--- config.mk ---
export PLATFORM = sky130hd
export DESIGN_NAME = mc_ctrl_seq
export DESIGN_NICKNAME = d
export VERILOG_FILES = /design/src/rtl/mc_pkg.sv /design/src/rtl/mc_wait_timer.sv /design/src/rtl/mc_ctrl_seq.sv
export SDC_FILE = /design/constraint.sdc
export NUM_CORES = 1
export LEC_CHECK = 0
export ABC_AREA = 1
export CAP_MARGIN = 20
export CORE_ASPECT_RATIO = 0.8
export CORE_MARGIN = 2
export CORE_UTILIZATION = 35
export CTS_CLUSTER_SIZE = 16
export DETAILED_ROUTE_END_ITERATION = 10
export HOLD_SLACK_MARGIN = 0.1
export PLACE_DENSITY_LB_ADDON = 0.2
export SLEW_MARGIN = 20
export SYNTH_ARGS = -nofsm -noshare
export SYNTH_HDL_FRONTEND = slang
export SYNTH_SLANG_ARGS = --single-unit
--- constraint.sdc ---
create_clock -name CLK -period 2.4 [get_ports CLK]
set_input_delay 0.24 -clock CLK [delete_from_list [all_inputs] [get_ports CLK]]
set_output_delay 0.24 -clock CLK [all_outputs]
set_load 0.05 [all_outputs]
--- src/rtl/mc_pkg.sv ---
// Shared definitions for the multicycle control sequencer.
// Covers opcodes, state codes, the instruction class enum and select/trap codes.
package mc_pkg;

  localparam logic [6:0] OPC_LUI    = 7'b0110111;
  localparam logic [6:0] OPC_AUIPC  = 7'b0010111;
  localparam logic [6:0] OPC_JAL    = 7'b1101111;
  localparam logic [6:0] OPC_JALR   = 7'b1100111;
  localparam logic [6:0] OPC_BRANCH = 7'b1100011;
  localparam logic [6:0] OPC_LOAD   = 7'b0000011;
  localparam logic [6:0] OPC_STORE  = 7'b0100011;
  localparam logic [6:0] OPC_OPIMM  = 7'b0010011;
  localparam logic [6:0] OPC_OP     = 7'b0110011;

  typedef enum logic [2:0] {
    ST_FETCH  = 3'd0,
    ST_DECODE = 3'd1,
    ST_EXEC   = 3'd2,
    ST_MEM    = 3'd3,
    ST_WB     = 3'd4,
    ST_HALTED = 3'd5,
    ST_TRAP   = 3'd6
  } state_e;

  typedef enum logic [3:0] {
    CLS_LUI   = 4'd0,
    CLS_AUIPC = 4'd1,
    CLS_JAL   = 4'd2,
    CLS_JALR  = 4'd3,
    CLS_BR    = 4'd4,
    CLS_LD    = 4'd5,
    CLS_ST    = 4'd6,
    CLS_OPIMM = 4'd7,
    CLS_OP    = 4'd8
  } cls_e;

  localparam logic [1:0] WB_ALU = 2'd0;
  localparam logic [1:0] WB_MEM = 2'd1;
  localparam logic [1:0] WB_PC4 = 2'd2;

  localparam logic [1:0] PC_PLUS4  = 2'd0;
  localparam logic [1:0] PC_BRANCH = 2'd1;
  localparam logic [1:0] PC_JAL    = 2'd2;
  localparam logic [1:0] PC_JALR   = 2'd3;

  localparam logic [1:0] CAUSE_NONE    = 2'd0;
  localparam logic [1:0] CAUSE_ILLEGAL = 2'd1;
  localparam logic [1:0] CAUSE_IFETCH  = 2'd2;
  localparam logic [1:0] CAUSE_DMEM    = 2'd3;

  typedef struct packed {
    logic legal;
    cls_e cls;
  } dec_t;

  function automatic dec_t classify(input logic [6:0] opc);
    dec_t d;
    d.legal = 1'b1;
    d.cls   = CLS_OP;
    case (opc)
      OPC_LUI:    d.cls = CLS_LUI;
      OPC_AUIPC:  d.cls = CLS_AUIPC;
      OPC_JAL:    d.cls = CLS_JAL;
      OPC_JALR:   d.cls = CLS_JALR;
      OPC_BRANCH: d.cls = CLS_BR;
      OPC_LOAD:   d.cls = CLS_LD;
      OPC_STORE:  d.cls = CLS_ST;
      OPC_OPIMM:  d.cls = CLS_OPIMM;
      OPC_OP:     d.cls = CLS_OP;
      default:    d.legal = 1'b0;
    endcase
    return d;
  endfunction

endpackage

--- src/rtl/mc_wait_timer.sv ---
// Wait-state counter shared by the FETCH and MEM handshakes.
// expire flags the waiting cycle that would bring the count to WAIT_MAX.
module mc_wait_timer #(
  parameter int unsigned WAIT_MAX = 15,
  parameter int unsigned WAIT_W   = 8
) (
  input  logic clk,
  input  logic rst,
  input  logic clr,
  input  logic en,
  output logic expire
);

  localparam logic [WAIT_W-1:0] LAST = WAIT_W'(WAIT_MAX - 1);

  logic [WAIT_W-1:0] cnt_q;
  logic [WAIT_W-1:0] cnt_d;

  // next count: clear wins over increment
  always_comb begin
    cnt_d = cnt_q;
    if (clr) begin
      cnt_d = '0;
    end else if (en) begin
      cnt_d = cnt_q + {{(WAIT_W-1){1'b0}}, 1'b1};
    end else begin
      cnt_d = cnt_q;
    end
  end

  assign expire = en && (cnt_q == LAST);

  // count register
  always_ff @(posedge clk or posedge rst) begin
    if (rst) begin
      cnt_q <= '0;
    end else begin
      cnt_q <= cnt_d;
    end
  end

endmodule

--- src/rtl/mc_ctrl_seq.sv ---
// Multicycle FETCH/DECODE/EXEC/MEM/WB control sequencer for the RV32I core,
// with memory wait timeouts, illegal-opcode trap, halt and retire counter.
module mc_ctrl_seq
  import mc_pkg::*;
#(
  parameter int unsigned CNT_W    = 32,
  parameter int unsigned WAIT_MAX = 15,
  parameter int unsigned WAIT_W   = 8,
  parameter int unsigned HALT_EN  = 1
) (
  input  logic             CLK,
  input  logic             RST,
  input  logic [6:0]       OPCODE,
  input  logic             I_MEM_RDY,
  input  logic             D_MEM_RDY,
  input  logic             BR_TAKEN,
  input  logic             HALT_REQ,
  output logic             I_MEM_REQ,
  output logic             IR_WE,
  output logic             D_MEM_REQ,
  output logic             D_MEM_WE,
  output logic             RF_WE,
  output logic [1:0]       WB_SEL,
  output logic             PC_WE,
  output logic [1:0]       PC_SEL,
  output logic             ALU_SRC1,
  output logic             ALU_SRC2,
  output logic [2:0]       STATE,
  output logic [CNT_W-1:0] NUM_INST,
  output logic             HALTED,
  output logic             TRAP,
  output logic [1:0]       TRAP_CAUSE
);

  state_e            state_q, state_d;
  cls_e              cls_q, cls_d;
  logic [1:0]        cause_q, cause_d;
  logic [CNT_W-1:0]  num_q, num_d;
  dec_t              dec_s;
  logic              tmr_en_s, tmr_expire_s;
  logic              i_req_s, ir_we_s, d_req_s, d_we_s, rf_we_s, pc_we_s;
  logic [1:0]        wb_sel_s, pc_sel_s;
  logic              alu1_s, alu2_s;

  assign dec_s    = classify(OPCODE);
  assign tmr_en_s = ((state_q == ST_FETCH) && !I_MEM_RDY) ||
                    ((state_q == ST_MEM)   && !D_MEM_RDY);

  mc_wait_timer #(.WAIT_MAX(WAIT_MAX), .WAIT_W(WAIT_W)) u_wait (
    .clk    (CLK),
    .rst    (RST),
    .clr    (!tmr_en_s),
    .en     (tmr_en_s),
    .expire (tmr_expire_s)
  );

  // next state, class/cause capture and Moore strobes
  always_comb begin
    state_d  = state_q;
    cls_d    = cls_q;
    cause_d  = cause_q;
    i_req_s  = 1'b0;
    ir_we_s  = 1'b0;
    d_req_s  = 1'b0;
    d_we_s   = 1'b0;
    rf_we_s  = 1'b0;
    pc_we_s  = 1'b0;
    wb_sel_s = WB_ALU;
    pc_sel_s = PC_PLUS4;
    alu1_s   = 1'b0;
    alu2_s   = 1'b0;
    case (state_q)
      ST_FETCH: begin
        i_req_s = 1'b1;
        if (I_MEM_RDY) begin
          ir_we_s = 1'b1;
          state_d = ST_DECODE;
        end else if (tmr_expire_s) begin
          state_d = ST_TRAP;
          cause_d = CAUSE_IFETCH;
        end else begin
          state_d = ST_FETCH;
        end
      end
      ST_DECODE: begin
        cls_d = dec_s.cls;
        // halt wins over the illegal-opcode check
        if ((HALT_EN != 0) && HALT_REQ) begin
          state_d = ST_HALTED;
        end else if (!dec_s.legal) begin
          state_d = ST_TRAP;
          cause_d = CAUSE_ILLEGAL;
        end else begin
          state_d = ST_EXEC;
        end
      end
      ST_EXEC: begin
        alu1_s = (cls_q == CLS_AUIPC) || (cls_q == CLS_JAL);
        alu2_s = !((cls_q == CLS_OP) || (cls_q == CLS_BR));
        if (cls_q == CLS_BR) begin
          pc_we_s  = 1'b1;
          pc_sel_s = BR_TAKEN ? PC_BRANCH : PC_PLUS4;
          state_d  = ST_FETCH;
        end else if ((cls_q == CLS_LD) || (cls_q == CLS_ST)) begin
          state_d = ST_MEM;
        end else begin
          state_d = ST_WB;
        end
      end
      ST_MEM: begin
        d_req_s = 1'b1;
        d_we_s  = (cls_q == CLS_ST);
        if (D_MEM_RDY) begin
          if (cls_q == CLS_ST) begin
            pc_we_s = 1'b1;
            state_d = ST_FETCH;
          end else begin
            state_d = ST_WB;
          end
        end else if (tmr_expire_s) begin
          state_d = ST_TRAP;
          cause_d = CAUSE_DMEM;
        end else begin
          state_d = ST_MEM;
        end
      end
      ST_WB: begin
        rf_we_s = 1'b1;
        pc_we_s = 1'b1;
        state_d = ST_FETCH;
        case (cls_q)
          CLS_LD:   wb_sel_s = WB_MEM;
          CLS_JAL:  begin wb_sel_s = WB_PC4; pc_sel_s = PC_JAL;  end
          CLS_JALR: begin wb_sel_s = WB_PC4; pc_sel_s = PC_JALR; end
          default:  wb_sel_s = WB_ALU;
        endcase
      end
      ST_HALTED: state_d = ST_HALTED;
      ST_TRAP:   state_d = ST_TRAP;
      default:   state_d = ST_FETCH;
    endcase
    num_d = num_q + {{(CNT_W-1){1'b0}}, pc_we_s};
  end

  // sequencer registers
  always_ff @(posedge CLK or posedge RST) begin
    if (RST) begin
      state_q <= ST_FETCH;
      cls_q   <= CLS_OP;
      cause_q <= CAUSE_NONE;
      num_q   <= '0;
    end else begin
      state_q <= state_d;
      cls_q   <= cls_d;
      cause_q <= cause_d;
      num_q   <= num_d;
    end
  end

  assign I_MEM_REQ  = i_req_s & ~RST;
  assign IR_WE      = ir_we_s & ~RST;
  assign D_MEM_REQ  = d_req_s & ~RST;
  assign D_MEM_WE   = d_we_s  & ~RST;
  assign RF_WE      = rf_we_s & ~RST;
  assign PC_WE      = pc_we_s & ~RST;
  assign WB_SEL     = wb_sel_s;
  assign PC_SEL     = pc_sel_s;
  assign ALU_SRC1   = alu1_s;
  assign ALU_SRC2   = alu2_s;
  assign STATE      = state_q;
  assign NUM_INST   = num_q;
  assign HALTED     = (state_q == ST_HALTED);
  assign TRAP       = (state_q == ST_TRAP);
  assign TRAP_CAUSE = cause_q;

endmodule
==> run metrics, run 1 <==
CTS Sinks=49; final hold slack=355 ps; Initial Util=between 30% and 40%; multiplexer share of the synthesized area=0%; Die Area=just under 9000 sq um; commonest non-fill, non-tap cell in the layout=nand2_1; CP Max Fanout=9; Max-slew headroom=between 60% and 70%; IO Pins=64; die height=between 80 and 90 microns; unrepaired setup endpoints after global routing=yes; Worst-Skew Late Latency=about 300 ps; Setup Crit Path Kind=reg -> out; compound-gate portion of the synthesized area=5.01%; Startpoint Class=register; nets=459; Post-Syn Area=about 2800 sq um; vias post-DR=2591; largest net degree at the start of global routing=25; Routed Antenna Nets=0; skew final=9.71 ps; register area=1230 sq um; XOR/XNOR Fraction of Synth Area=a little over 8%; Die W=between 100 and 150 microns; Final Cycle Share=between 90% and 100%; Synth Area in Simple Gates=between 30% and 40%; gr usage total=between 10% and 20%; Final Non-Filler Cells=approximately 550; maximum clock rate=445 MHz; GPL Wtd Cong=approximately 0.93; main combinational cell family by area after synthesis=simple AND/OR/NAND/NOR gates; n_diodes=0; Tmin final=about 2200 ps; # setup viols final=0; Critical Path RT=2160 ps; drc violations=0; grt ovf=0; Distinct cells, synth=31; Critical Path AT=2010 ps; worst slew pin tran=~550 ps; Max Root-Sink Buffers=2; Max IR drop VDD=roughly 0.00042 V; slowest stage delay, CP=approximately 810 ps; dpl cells=approximately 540; cell count after synthesis=~360; pre-CTS setup slack=between 30 and 40 ps; YS warnings=0; crit path cell chain=nor2_2, nand2_1, nor2_1, clkdlybuf4s50_1; # fillers=between 700 and 800; I/O Buffers=63; TritonCTS clock tree=done; Slew Limit Fails=0; Post-Synth Adder-Cell Area=under 10%; PwrDens=roughly 790 nW/um^2; Total Wirelength=slightly above 7 mm; status=complete, no violations; Area Growth Syn to Fin=33.8%; Initial DRC Count=between 150 and 200; WL/cell=between 10 and 15 microns; hpwl dp=5.77 mm; antenna violations before repair=0; share of cells above drive strength 1=roughly 14%; Core Rows=29; Yosys reg bits=a little under 50; Syn Area/Cell=slightly below 8 sq um; TNS Setup=0 ps; area of the multi-input gates=roughly 1400 sq um; core area=around 7900 sq um; Syn Nets=380; drt first pass iters=4; Hold-fix buffers, CTS=0; H-tree Lvls=2; Max Cap Viol=0; most frequent cells in the layout=nand2_1 (85), clkdlybuf4s50_1 (54), nor2_1 (46); post-synthesis sequential area ratio=a little over two fifths; critical path endpoint category=output pin; PnR worst setup slack=151 ps; Worst Hold Class=in -> async; Root Driver=clkbuf_8; CP max stage cell=clkdlybuf4s50_1; Avg Vias per Cell=around 4.7; CTS buffer count=5; Hold Vio Cnt, Final=0; vias in the first global route=roughly 2400; Leakage Power=between 0.0015 and 0.002 uW; global-route wire length before repair=between 10 and 15 mm; clk slew on worst S/H paths=90 ps
==> critical path, delay by kind of cell, from the launching register on <==
| kind | cells | cell delay, ps |
|---|---|---|
| DFF | 1 | 490 |
| and+or+nand+nor | 3 | 420 |
| buffers and inverters | 1 | 810 |
==> cells in the mapped netlist <==
| master | number | area (sq um) |
|---|---|---|
| a211oi_1 | 1 | 7.51 |
| a21boi_0 | 1 | 7.51 |
| a21oi_1 | 7 | 35.0 |
| a31oi_1 | 1 | 6.26 |
| a32o_1 | 1 | 10.0 |
| and3_1 | 1 | 6.26 |
| buf_4 | 2 | 15.0 |
| buf_6 | 1 | 11.3 |
| dfrtp_1 | 48 | 1200 |
| dfstp_2 | 1 | 26.3 |
| ha_1 | 4 | 50.1 |
| inv_1 | 43 | 161 |
| inv_2 | 2 | 7.51 |
| nand2_1 | 85 | 319 |
| nand2_2 | 6 | 37.5 |
| nand3_1 | 25 | 125 |
| nand3_2 | 3 | 30.0 |
| nand3b_1 | 2 | 15.0 |
| nand4_1 | 8 | 50.1 |
| nor2_1 | 50 | 188 |
| nor2_2 | 5 | 31.3 |
| nor2_4 | 3 | 33.8 |
| nor3_1 | 16 | 80.1 |
| nor3_2 | 5 | 50.1 |
| nor3b_1 | 1 | 7.51 |
| nor4_1 | 1 | 6.26 |
| o211ai_1 | 1 | 7.51 |
| o21ai_0 | 12 | 60.1 |
| o21bai_1 | 1 | 7.51 |
| xnor2_1 | 8 | 70.1 |
| xor2_1 | 18 | 158 |
==> where the power goes <==
part | internal (uW) | switching [uW] | total [uW]
Clock | 261 | 276 | 537
Combinational | 457 | 909 | 1370
Sequential | 953 | 138 | 1090
Total | 1670 | 1320 | 2990
==> what timing repair did <==
action / CTS / global route
gates resized for setup: 0 / 8
buffers inserted: 0 / 2
setup endpoints to repair: 0 / 11
==> routing by layer <==
layer	vias to the layer above	GRT usage, %	share of wire [%]
met5	-	0	0
met4	0	3.44	0.98
met3	6	3.80	6.2
met2	78	23.4	41
met1	1182	26.4	52
li1	1325	-	-
==> kinds of logic after synthesis <==
group | Yosys count
simple gates | 211
compound gates | 25
flops | 49
xor+xnor | 26
buf+inv | 48
fa+ha+maj | 4
==> per-stage QoR <==
stage | util [%] | total power [uW] | cell area, sq um
after floorplan | - | 2030 | 2840
after global placement | 46.2 | 2440 | 3640
after detailed placement | 46.2 | 2450 | 3640
after CTS | 47.5 | 2990 | 3740
after global routing | 47.9 | 3180 | 3770
final | 47.9 | 2990 | 3770
==> state kept, by name, indices dropped and copies added, names as in the netlist <==
name / count
u_wait.cnt_q: 8
TRAP_CAUSE: 2
NUM_INST: 32
STATE: 3
cls_q: 4
==> layout make-up <==
cell class,count,area share [%]
multi-input cells,266,37.8
repair buffers,75,18.9
well taps,108,3.58
flip-flops and latches,49,32.6
clock buffers,7,2.55
clock inverters,1,0.133
inverters,45,4.47
==> final timing paths <==
path,startpoint,endpoint,slack (ps),cells after the start
hold / removal,RST,TRAP_CAUSE[0],360,2
min in group CLK,u_wait.cnt_q[7],u_wait.cnt_q[7],480,1
max in group asynchronous,RST,STATE[0],1450,3
setup / recovery,STATE[1],RF_WE,150,4
setup reg to reg,STATE[2],NUM_INST[24],210,13
hold reg to reg,u_wait.cnt_q[7],u_wait.cnt_q[7],480,1
No activity file was read; power rests on OpenSTA's default activity.
==> inputs of run 2 (changes only) <==
Clock period 2.4 ns to 2.69 ns, I/O delays scaled along.
==> run metrics, run 2 (synthesis results as in run 1) <==
clk slew on worst S/H paths=~90 ps; skew final=12.4 ps; vias post-DR=roughly 2600; M1 wire length=~3.8 mm; drt first pass iters=4; Startpoint Class=register; vias in the first global route=roughly 2500; largest net degree at the start of global routing=50; Worst-Skew Late Latency=around 300 ps; Critical Path Start=STATE[1]; Worst Hold Path Cells=1; most frequent cells in the layout=nand2_1 (85), clkdlybuf4s50_1 (62), nor2_1 (50); drc violations=0; met2 WL=a little under 3 mm; register area=approximately 1200 sq um; Area Growth Syn to Fin=30.6%; worst r2r path cells=12; Clock Power Share=17.8%; Slew Limit Fails=0; Hold Vio Cnt, Final=0; Max Cap Viol=0; critical path endpoint category=output pin; Initial Util=a little over a third; worst slew pin tran=between 600 and 700 ps; Die W=104 microns; grt ovf=0; slowest stage delay, CP=about 790 ps; Setup Crit Path Kind=reg -> out; I/O Buffers=63; Core Rows=29; Initial DRC Count=about 240; top sig layer=met4; Worst Hold Class=reg -> reg; Max IR drop VDD=between 0.0003 and 0.0004 V; switching share of total power=roughly 45%; Finished Core Util=between 40% and 50%; commonest non-fill, non-tap cell in the layout=nand2_1; gr usage total=between 10% and 20%; PwrDens=between 700 and 800 nW/um^2; Critical Path RT=~2400 ps; GPL Wtd Cong=slightly below 0.9; share of cells above drive strength 1=under 10%; die height=84.3 microns; CTS buffer count=5; n_diodes=0; met3 WL=approximately 340 microns; IO Pins=between 60 and 70; maximum clock rate=~390 MHz; Avg Vias per Cell=roughly 4.8; antenna violations before repair=0; hpwl dp=around 5.6 mm; area of the multi-input gates=roughly 1400 sq um; core area=about 7900 sq um; CP max stage cell=clkdlybuf4s50_1; number of flip-flops in the largest register=32; unrepaired setup endpoints after global routing=no; Total Wirelength=slightly above 7 mm; # fillers=about 810; nets=roughly 450; Root Driver=clkbuf_8; worst hold path startpoint=u_wait.cnt_q[7]; Leakage Power=roughly 0.0016 uW; global-route wire length before repair=around 12 mm; Max-slew headroom=between 50% and 60%; CTS Sinks=between 40 and 50; H-tree Lvls=2; TritonCTS clock tree=done; Combinational Power Share=around 45%; Final Cycle Share=a little over nine tenths; crit path cell chain=nor2_2, nand2_1, nor3_2, a32o_1, clkdlybuf4s50_1; Max Root-Sink Buffers=2; sw power=~1200 uW; Routed Antenna Nets=0; Die Area=roughly 9000 sq um; FF-to-FF Start=STATE[1]; WL/cell=approximately 13 microns; CP Max Fanout=9; Int Power=1430 uW; status=complete, no violations; Critical Path AT=roughly 2300 ps; Tmin final=around 2500 ps; TNS Setup=0 ps; sequential share of power=between 30 and 40%; # setup viols final=0
-- run 2: changes by cell type in the layout (fill, tap and decap cells not counted), sizes merged --
cell,change
clkinv,+1
buf,-16
clkbuf,-1
dlymetal6s2s,-2
clkdlybuf4s50,+8
-- run 2: per-stage QoR --
step	power (uW)	cells	hold WS (ps)	worst slack (ps)	instance area [sq um]
global route	2760	541	507	5.64	3690
floorplan	1790	363	434	58.9	2830
CTS	2620	541	469	100	3680
detailed placement	2150	533	455	262	3580
global placement	2140	533	456	317	3580
finish	2600	541	471	153	3690
-- run 2: what timing repair did --
item / CTS / global route
hold buffers: 0 / 0
setup endpoints to repair: 0 / 4
setup buffers: 0 / 0
gates resized for setup: 0 / 3
-- run 2: final timing paths --
| kind | to | slack [ps] |
|---|---|---|
| worst max-delay path | PC_SEL[0] | 150 |
| worst min-delay path | u_wait.cnt_q[7] | 470 |
| worst max register to register | NUM_INST[24] | 280 |
| worst min register to register | u_wait.cnt_q[7] | 470 |
| max in group asynchronous | STATE[0] | 1620 |
| min in group asynchronous | NUM_INST[3] | 610 |
-- run 2: routing by layer --
layer,vias up,track usage [%]
met4,0,4.30
li1,1299,-
met1,1202,25.8
met2,74,23.2
met3,9,3.18
met5,-,0
-- run 2: worst max-delay path: cells and delay by family, from the launching register on --
family	cells	cell delay, ps
buf+inv	1	790
flops	1	500
simple gates	3	520
compound gates	1	160
-- run 2: area by class of cell --
cell class,count,share of cell area (%)
clock inverter,2,0.373
clock buffer,6,2.24
sequential,49,33.3
inverter,45,4.58
multi-input combinational,266,38.2
timing repair buffer,65,17.6
tap,108,3.67
-- run 2: power by group through the flow --
stage | Sequential [uW] | Combinational (uW) | Clock, uW
floorplan | 1210 | 582 | 0
global placement | 980 | 1160 | 0
detailed placement | 985 | 1160 | 0
CTS | 972 | 1170 | 477
global route | 992 | 1260 | 513
finish | 973 | 1170 | 463
